[config.mk]
export PLATFORM = sky130hd
export DESIGN_NAME = acq_sched
export DESIGN_NICKNAME = d
export VERILOG_FILES = /design/src/rtl/acq_sched_pkg.sv /design/src/rtl/acq_sched_rr_pick.sv /design/src/rtl/acq_sched.sv
export SDC_FILE = /design/constraint.sdc
export NUM_CORES = 1
export LEC_CHECK = 0
export ABC_CLOCK_PERIOD_IN_PS = 6200
export CAP_MARGIN = 20
export CORE_MARGIN = 2
export CORE_UTILIZATION = 40
export CTS_BUF_LIST = sky130_fd_sc_hd__clkbuf_4
export CTS_CLUSTER_DIAMETER = 100
export DETAILED_ROUTE_END_ITERATION = 16
export DONT_BUFFER_PORTS = 1
export PLACE_DENSITY = 0.6
export SLEW_MARGIN = 20
export SYNTH_ARGS = -nofsm -noshare
export SYNTH_HDL_FRONTEND = slang
export SYNTH_SLANG_ARGS = --single-unit
export TNS_END_PERCENT = 20
[constraint.sdc]
create_clock -name CLK -period 6.2 [get_ports CLK]
set_input_delay 1.24 -clock CLK [delete_from_list [all_inputs] [get_ports CLK]]
set_output_delay 1.24 -clock CLK [all_outputs]
set_load 0.02 [all_outputs]
[src/rtl/acq_sched_pkg.sv]
// Shared types and helpers for the acquisition-engine scheduler.
package acq_sched_pkg;

  // Scheduler FSM states; the encoding is visible on DBG_STATE.
  typedef enum logic [2:0] {
    S_IDLE  = 3'd0,
    S_ARB   = 3'd1,
    S_SETUP = 3'd2,
    S_START = 3'd3,
    S_RUN   = 3'd4,
    S_GAP   = 3'd5
  } state_t;

  // Width of the saturating error counter.
  localparam int ERR_CNT_W = 8;

  // Largest requester count supported by the round-robin picker.
  localparam int RR_MAX   = 8;
  localparam int RR_IDX_W = 3;

  // Result of one round-robin pick.
  typedef struct packed {
    logic                valid;
    logic [RR_IDX_W-1:0] idx;
  } rr_pick_t;

  // First requester at or after ptr (modulo n) whose request bit is set.
  // Offsets are scanned from the far end down so the smallest offset wins.
  function automatic rr_pick_t rr_pick_fn(input logic [RR_MAX-1:0]   req,
                                          input logic [RR_IDX_W-1:0] ptr,
                                          input int                  n);
    rr_pick_t            res;
    logic [RR_IDX_W-1:0] kk;
    res = '0;
    for (int i = RR_MAX - 1; i >= 0; i--) begin
      if (i < n) begin
        kk = RR_IDX_W'((int'(ptr) + i) % n);
        if (req[kk]) begin
          res.valid = 1'b1;
          res.idx   = kk;
        end
      end
    end
    return res;
  endfunction

endpackage

[src/rtl/acq_sched_rr_pick.sv]
// Combinational rotating-priority picker, reusable by any shared-resource arbiter.
module rr_pick
  import acq_sched_pkg::*;
#(
  parameter int NREQ = 4
) (
  input  logic [NREQ-1:0]     i_req,
  input  logic [RR_IDX_W-1:0] i_ptr,
  output logic [RR_IDX_W-1:0] o_idx,
  output logic                o_valid
);

  logic [RR_MAX-1:0] w_req;
  rr_pick_t          w_pick;

  // Widen the request vector to the helper's fixed width and pick.
  always_comb begin
    w_req               = '0;
    w_req[NREQ-1:0]     = i_req;
    w_pick              = rr_pick_fn(w_req, i_ptr, NREQ);
  end

  assign o_idx   = w_pick.idx;
  assign o_valid = w_pick.valid;

endmodule

[src/rtl/acq_sched.sv]
// Round-robin scheduler sharing one start/DONE counter engine among NREQ requesters.
//
// Handshakes:
//   Requester side: REQ is a level request. A one-hot GNT is raised in ARB and
//   held through SETUP/START/RUN; it drops on GAP entry. Every granted burst
//   ends with exactly one 1-cycle ACK to the granted requester (normal end,
//   timeout or zero length). REQ may drop while granted; the burst still
//   completes. REQ_DLEN is sampled once, in ARB.
//   Engine side: ENG_DLEN is stable SETUP_CYC cycles before ENG_START rises.
//   ENG_START is a level held in START until ENG_DONE is seen low, then
//   dropped. The burst is complete when ENG_DONE is seen high again in RUN.
//   ENG_START stays low for GAP_CYC cycles before the next burst.
module acq_sched
  import acq_sched_pkg::*;
#(
  parameter int NREQ      = 4,
  parameter int DW        = 32,
  parameter int SETUP_CYC = 3,
  parameter int GAP_CYC   = 4,
  parameter int TMO_CYC   = 64
) (
  input  logic                 CLK,
  input  logic                 RST,
  input  logic [NREQ-1:0]      REQ,
  input  logic [NREQ*DW-1:0]   REQ_DLEN,
  output logic [NREQ-1:0]      GNT,
  output logic [NREQ-1:0]      ACK,
  output logic                 ENG_START,
  output logic [DW-1:0]        ENG_DLEN,
  input  logic                 ENG_DONE,
  output logic                 BUSY,
  output logic                 ERR,
  output logic [ERR_CNT_W-1:0] ERR_CNT,
  output logic [2:0]           DBG_STATE
);

  // One shared cycle counter covers the SETUP, START-timeout and GAP phases.
  localparam int CMAX_SG = (SETUP_CYC > GAP_CYC) ? SETUP_CYC : GAP_CYC;
  localparam int CMAX    = (CMAX_SG > TMO_CYC) ? CMAX_SG : TMO_CYC;
  localparam int CW      = $clog2(CMAX + 1);

  state_t                r_state;
  state_t                w_next;
  logic [RR_IDX_W-1:0]   r_sel;
  logic [RR_IDX_W-1:0]   r_ptr;
  logic [RR_IDX_W-1:0]   w_pick_idx;
  logic                  w_pick_valid;
  logic [DW-1:0]         r_dlen;
  logic [DW-1:0]         w_sel_len;
  logic [NREQ-1:0]       w_sel_oh;
  logic [NREQ-1:0]       r_ack;
  logic                  r_err;
  logic [ERR_CNT_W-1:0]  r_err_cnt;
  logic [CW-1:0]         r_cnt;
  logic                  w_cnt_run;
  logic                  w_ack_set;
  logic                  w_err_set;
  logic                  w_gnt_on;

  rr_pick #(
    .NREQ (NREQ)
  ) u_rr_pick (
    .i_req   (REQ),
    .i_ptr   (r_ptr),
    .o_idx   (w_pick_idx),
    .o_valid (w_pick_valid)
  );

  assign w_sel_len = REQ_DLEN[int'(r_sel) * DW +: DW];
  assign w_sel_oh  = {{(NREQ-1){1'b0}}, 1'b1} << r_sel;
  assign w_cnt_run = (r_state == S_SETUP) || (r_state == S_START) || (r_state == S_GAP);
  assign w_gnt_on  = (r_state == S_ARB) || (r_state == S_SETUP) ||
                     (r_state == S_START) || (r_state == S_RUN);

  // State register; reset returns to IDLE at once, which also drops ENG_START.
  always_ff @(posedge CLK or posedge RST) begin
    if (RST) begin
      r_state <= S_IDLE;
    end else begin
      r_state <= w_next;
    end
  end

  // Next-state decode plus the end-of-burst ACK/ERR decisions.
  always_comb begin
    w_next    = r_state;
    w_ack_set = 1'b0;
    w_err_set = 1'b0;
    case (r_state)
      S_IDLE: begin
        if (w_pick_valid) begin
          w_next = S_ARB;
        end
      end
      S_ARB: begin
        if (w_sel_len == '0) begin
          // Nothing to acquire: complete immediately with an error, no start.
          w_ack_set = 1'b1;
          w_err_set = 1'b1;
          w_next    = S_GAP;
        end else begin
          w_next = S_SETUP;
        end
      end
      S_SETUP: begin
        if (r_cnt == CW'(SETUP_CYC - 1)) begin
          w_next = S_START;
        end
      end
      S_START: begin
        if (!ENG_DONE) begin
          w_next = S_RUN;
        end else if (r_cnt == CW'(TMO_CYC - 1)) begin
          // Engine never acknowledged the start: abandon the burst.
          w_ack_set = 1'b1;
          w_err_set = 1'b1;
          w_next    = S_GAP;
        end
      end
      S_RUN: begin
        // Burst length is unbounded, so no timeout here.
        if (ENG_DONE) begin
          w_ack_set = 1'b1;
          w_next    = S_GAP;
        end
      end
      S_GAP: begin
        if (r_cnt == CW'(GAP_CYC - 1)) begin
          w_next = S_IDLE;
        end
      end
      default: begin
        w_next = S_IDLE;
      end
    endcase
  end

  // Phase counter: cleared on every state change, counts only in timed phases.
  always_ff @(posedge CLK or posedge RST) begin
    if (RST) begin
      r_cnt <= '0;
    end else if (w_next != r_state) begin
      r_cnt <= '0;
    end else if (w_cnt_run) begin
      r_cnt <= r_cnt + 1'b1;
    end
  end

  // Selection, length latch and round-robin pointer advance.
  always_ff @(posedge CLK or posedge RST) begin
    if (RST) begin
      r_sel  <= '0;
      r_ptr  <= '0;
      r_dlen <= '0;
    end else begin
      if ((r_state == S_IDLE) && w_pick_valid) begin
        r_sel <= w_pick_idx;
      end
      if (r_state == S_ARB) begin
        r_dlen <= w_sel_len;
      end
      if ((w_next == S_GAP) && (r_state != S_GAP)) begin
        r_ptr <= (r_sel == RR_IDX_W'(NREQ - 1)) ? '0 : r_sel + 1'b1;
      end
    end
  end

  // Completion/error pulses and the saturating error count.
  always_ff @(posedge CLK or posedge RST) begin
    if (RST) begin
      r_ack     <= '0;
      r_err     <= 1'b0;
      r_err_cnt <= '0;
    end else begin
      r_ack <= w_ack_set ? w_sel_oh : '0;
      r_err <= w_err_set;
      if (w_err_set && (r_err_cnt != '1)) begin
        r_err_cnt <= r_err_cnt + 1'b1;
      end
    end
  end

  assign GNT       = w_gnt_on ? w_sel_oh : '0;
  assign ACK       = r_ack;
  assign ENG_START = (r_state == S_START);
  assign ENG_DLEN  = r_dlen;
  assign BUSY      = (r_state != S_IDLE);
  assign ERR       = r_err;
  assign ERR_CNT   = r_err_cnt;
  assign DBG_STATE = r_state;

endmodule

==> reports/qor.txt <==
OUTCOME
---------------------------------------------------------------------------------
Status                                                                  completed

STA
---------------------------------------------------------------------------------
Setup-failing EPs final                                                         0
Final setup skew                                                        0.0212 ns
Number of slew-limit violations in the final report                             0
Ratio of final minimum period to clock period                               57.6%
Slew Limit Headroom                                                         49.6%
Total negative slack for setup checks                                        0 ns
Slew at the pin closest to its max-slew limit                            0.756 ns
Worst hold-check slack                                                   0.539 ns
Final hold viol count                                                           0
Final period demand of the worst path                                     3.57 ns
Achievable frequency                                                      280 MHz
Unrepaired setup endpoints after global routing                                no

FLOORPLAN
---------------------------------------------------------------------------------
Boundary Pins                                                                 189
Die X                                                                     97.9 um
Die H                                                                     97.9 um
Effective utilization at floorplan                                          40.8%
Full die area                                                        0.00959 sq mm
Row Count                                                                      34
Core box area                                                        0.00864 sq mm

LOGIC SYNTHESIS
---------------------------------------------------------------------------------
Largest area contributor in the netlist                                   dfrtp_1
Total of warnings raised by yosys                                               0
Share of synthesized area occupied by flip-flops and latches                41.9%
Area share of the largest cell type after synthesis                         41.9%
Top cells by instance count after synthesis                          dfrtp_1, mux2_2, mux4_2
Netlist area before placement                                        0.00353 sq mm
Fraction of registers with async set or reset after synthesis                100%
Library cells used by synthesis                                                44
Flops & latches, synth                                                         59
Synthesized area per cell                                              12.8 sq um
Count of flip-flops with a built-in enable after synthesis                      0
Most common cell in the synthesized netlist                               dfrtp_1
Leading register cell type out of synthesis                               dfrtp_1
Cells taking the most area after synthesis                           dfrtp_1, mux4_2, mux2_2
Syn Nets                                                                      418
Instance count of the mapped netlist                                          276

CLOCK TREE
---------------------------------------------------------------------------------
TritonCTS clock tree                                                        built
Register clock-pin slew on the reported worst setup and hold paths        0.12 ns
Clock sink count                                                               59
Clock buffer count from CTS                                                     9
Root Buffer                                                              clkbuf_4
Insertion delay of the later-clocked pin in the worst-skew pair           0.40 ns
Hold_buf cts                                                                    0
Post CTS Setup Buffer Count                                                     0
Maximum number of buffers from clock root to sink                               2
Gates resized, CTS repair                                                       0
Number of levels the H-tree was split into                                      3

PLACE
---------------------------------------------------------------------------------
Final Wtd Congestion                                                        0.872
Port buffer count                                                               0
Post-DP HPWL                                                              7120 um
Placed cell area                                                     0.00360 sq mm

CRITICAL PATH
---------------------------------------------------------------------------------
Signal arrival time at the worst endpoint                                 3.86 ns
Critical Path End                                                        r_ptr[0]
Worst reg2reg path startpoint                                            r_sel[1]
Maximum net fanout on the critical path                                        25
Crit path kind                                                            reg2reg
End of the worst register-to-register path                               r_ptr[0]
Worst-case reg-to-reg path depth                                                7
Critical path capture point type                                         register
Kind of launch point of the worst setup path                             register
Register-to-register setup slack                                          2.63 ns
Required arrival time at the worst endpoint                               6.49 ns
Launching element of the worst setup path                                r_sel[1]

GLOBAL ROUTE
---------------------------------------------------------------------------------
Vias in the first global route                                              2,484
Largest net degree at the start of global routing                              60
Tot GR Track Use                                                            19.5%
First-pass GRT wire length                                              14,300 um
Initial antenna violation count                                                 1
Remaining global-route overflow                                                 0

FLOW RUN
---------------------------------------------------------------------------------
Max cap viols                                                                   0

FINAL LAYOUT
---------------------------------------------------------------------------------
Final core area utilization                                                 43.0%
Count of nets after finishing                                                 416
Sequential Area                                                      0.00148 sq mm
Fill cell instance count of the final layout                                  804
Layout overhead on the synthesized area                                     5.25%
Final Cell Area                                                      0.00371 sq mm
Layout cells sized above 1                                                  31.5%
Area occupied by multi-input gates                                   0.00193 sq mm

ROUTING
---------------------------------------------------------------------------------
Routed wl met3                                                             806 um
Routed metal-1 wirelength                                                 3570 um
Vias                                                                        2,354
Initial DRT Pass Iterations                                                     4
Remaining design rule violation count                                           0
Sum of met2 wire segment lengths after detailed routing                   4760 um
Aggregate routed wire length                                              9260 um
Highest metal layer with signal wires                                        met5
Starting DRT DRC Count                                                         71
Average via count per standard cell                                          6.07
Post-route ant nets                                                             0
Routed wire length per instance                                           23.9 um

POWER
---------------------------------------------------------------------------------
Power per unit of standard cell area                                  483 mW/mm^2
Peak ir drop on the vdd network                                        0.000175 V
Total Power Consumption                                                   1790 uW
Leakage power summed over all cells                                    0.00147 uW

MIN PATH
---------------------------------------------------------------------------------
Classification of the worst-slack hold path                               reg2reg
Number of cells on the worst hold path                                          1

[cells in the final DEF, fill, tap and decap left out, types with 7 or more instances in the layout]
| cell | n |
|---|---|
| mux2_1 | 7 |
| inv_1 | 8 |
| nor4_1 | 9 |
| dfrtp_1 | 58 |
| clkbuf_4 | 11 |
| nor2_1 | 15 |
| and3_1 | 9 |
| mux2_2 | 33 |
| ha_1 | 7 |
| nand2_1 | 14 |
| mux4_2 | 32 |
| a21oi_1 | 7 |
[how the worst min path moves through the flow]
stage | endpoint | slack, ns | from
after floorplan | r_ptr[0] | 0.47 | r_ptr[0]
after global placement | r_ptr[0] | 0.53 | r_ptr[0]
after detailed placement | r_ptr[0] | 0.53 | r_ptr[0]
after CTS | r_ptr[0] | 0.55 | r_ptr[0]
after global routing | r_ptr[0] | 0.57 | r_ptr[0]
final | r_ptr[0] | 0.54 | r_ptr[0]
[cells by family (layout without fill, tap and decap cells)]
kind of cell | Yosys count | after routing | share of synthesized area (%)
AO/OA/AOI/OAI | 30 | 30 | 5.46
flip-flops | 59 | 59 | 41.9
multiplexers | 72 | 72 | 33.2
XOR/XNOR | 9 | 9 | 2.23
buffers and inverters | 25 | 28 | 3.44
other | 0 | 1 | 0
adder cells (fa/ha/maj) | 7 | 7 | 2.48
AND/OR/NAND/NOR | 74 | 74 | 11.3
[worst max-delay path, cell delays in order, from the launching register on]
cell     delay (ns)
dfrtp_1        0.70
buf_4          0.42
mux4_2         0.37
nor4_1         0.44
nand4_1        0.26
nor3_2         0.58
o21a_1         0.33
mux2_1         0.34
[sequential cells by signal, summed over array words and instances (netlist names)]
register   cells
ACK            4
DBG_STATE      3
ENG_DLEN      32
ERR            1
ERR_CNT        8
r_cnt          7
r_ptr          2
r_sel          2
[per-layer routing]
metal / vias to the layer above / GRT usage (%)
met5: - / 0
li1: 1050 / -
met4: 2 / 6.09
met2: 108 / 32.0
met1: 1181 / 24.4
met3: 13 / 6.80
[per-stage QoR]
step | setup WS, ns | cells
floorplan | 3.17 | 276
global placement | 2.33 | 371
detailed placement | 2.30 | 371
CTS | 2.28 | 387
global route | 2.35 | 387
finish | 2.63 | 388
[where the power goes]
part | leakage [uW] | switching [uW] | internal [uW]
clock | 0.0000631 | 144 | 86.5
sequential | 0.000738 | 342 | 526
combinational | 0.000673 | 307 | 387
[final cells by class]
class                      instances  area share [%]
timing repair buffer               3           0.607
antenna                            1          0.0674
sequential                        59            39.9
multi-input combinational        192            52.1
tap                              108            3.64
inverter                           9           0.910
clock buffer                      11            2.22
clock inverter                     5           0.573
Note: power is estimated with default switching activity, not from simulation.
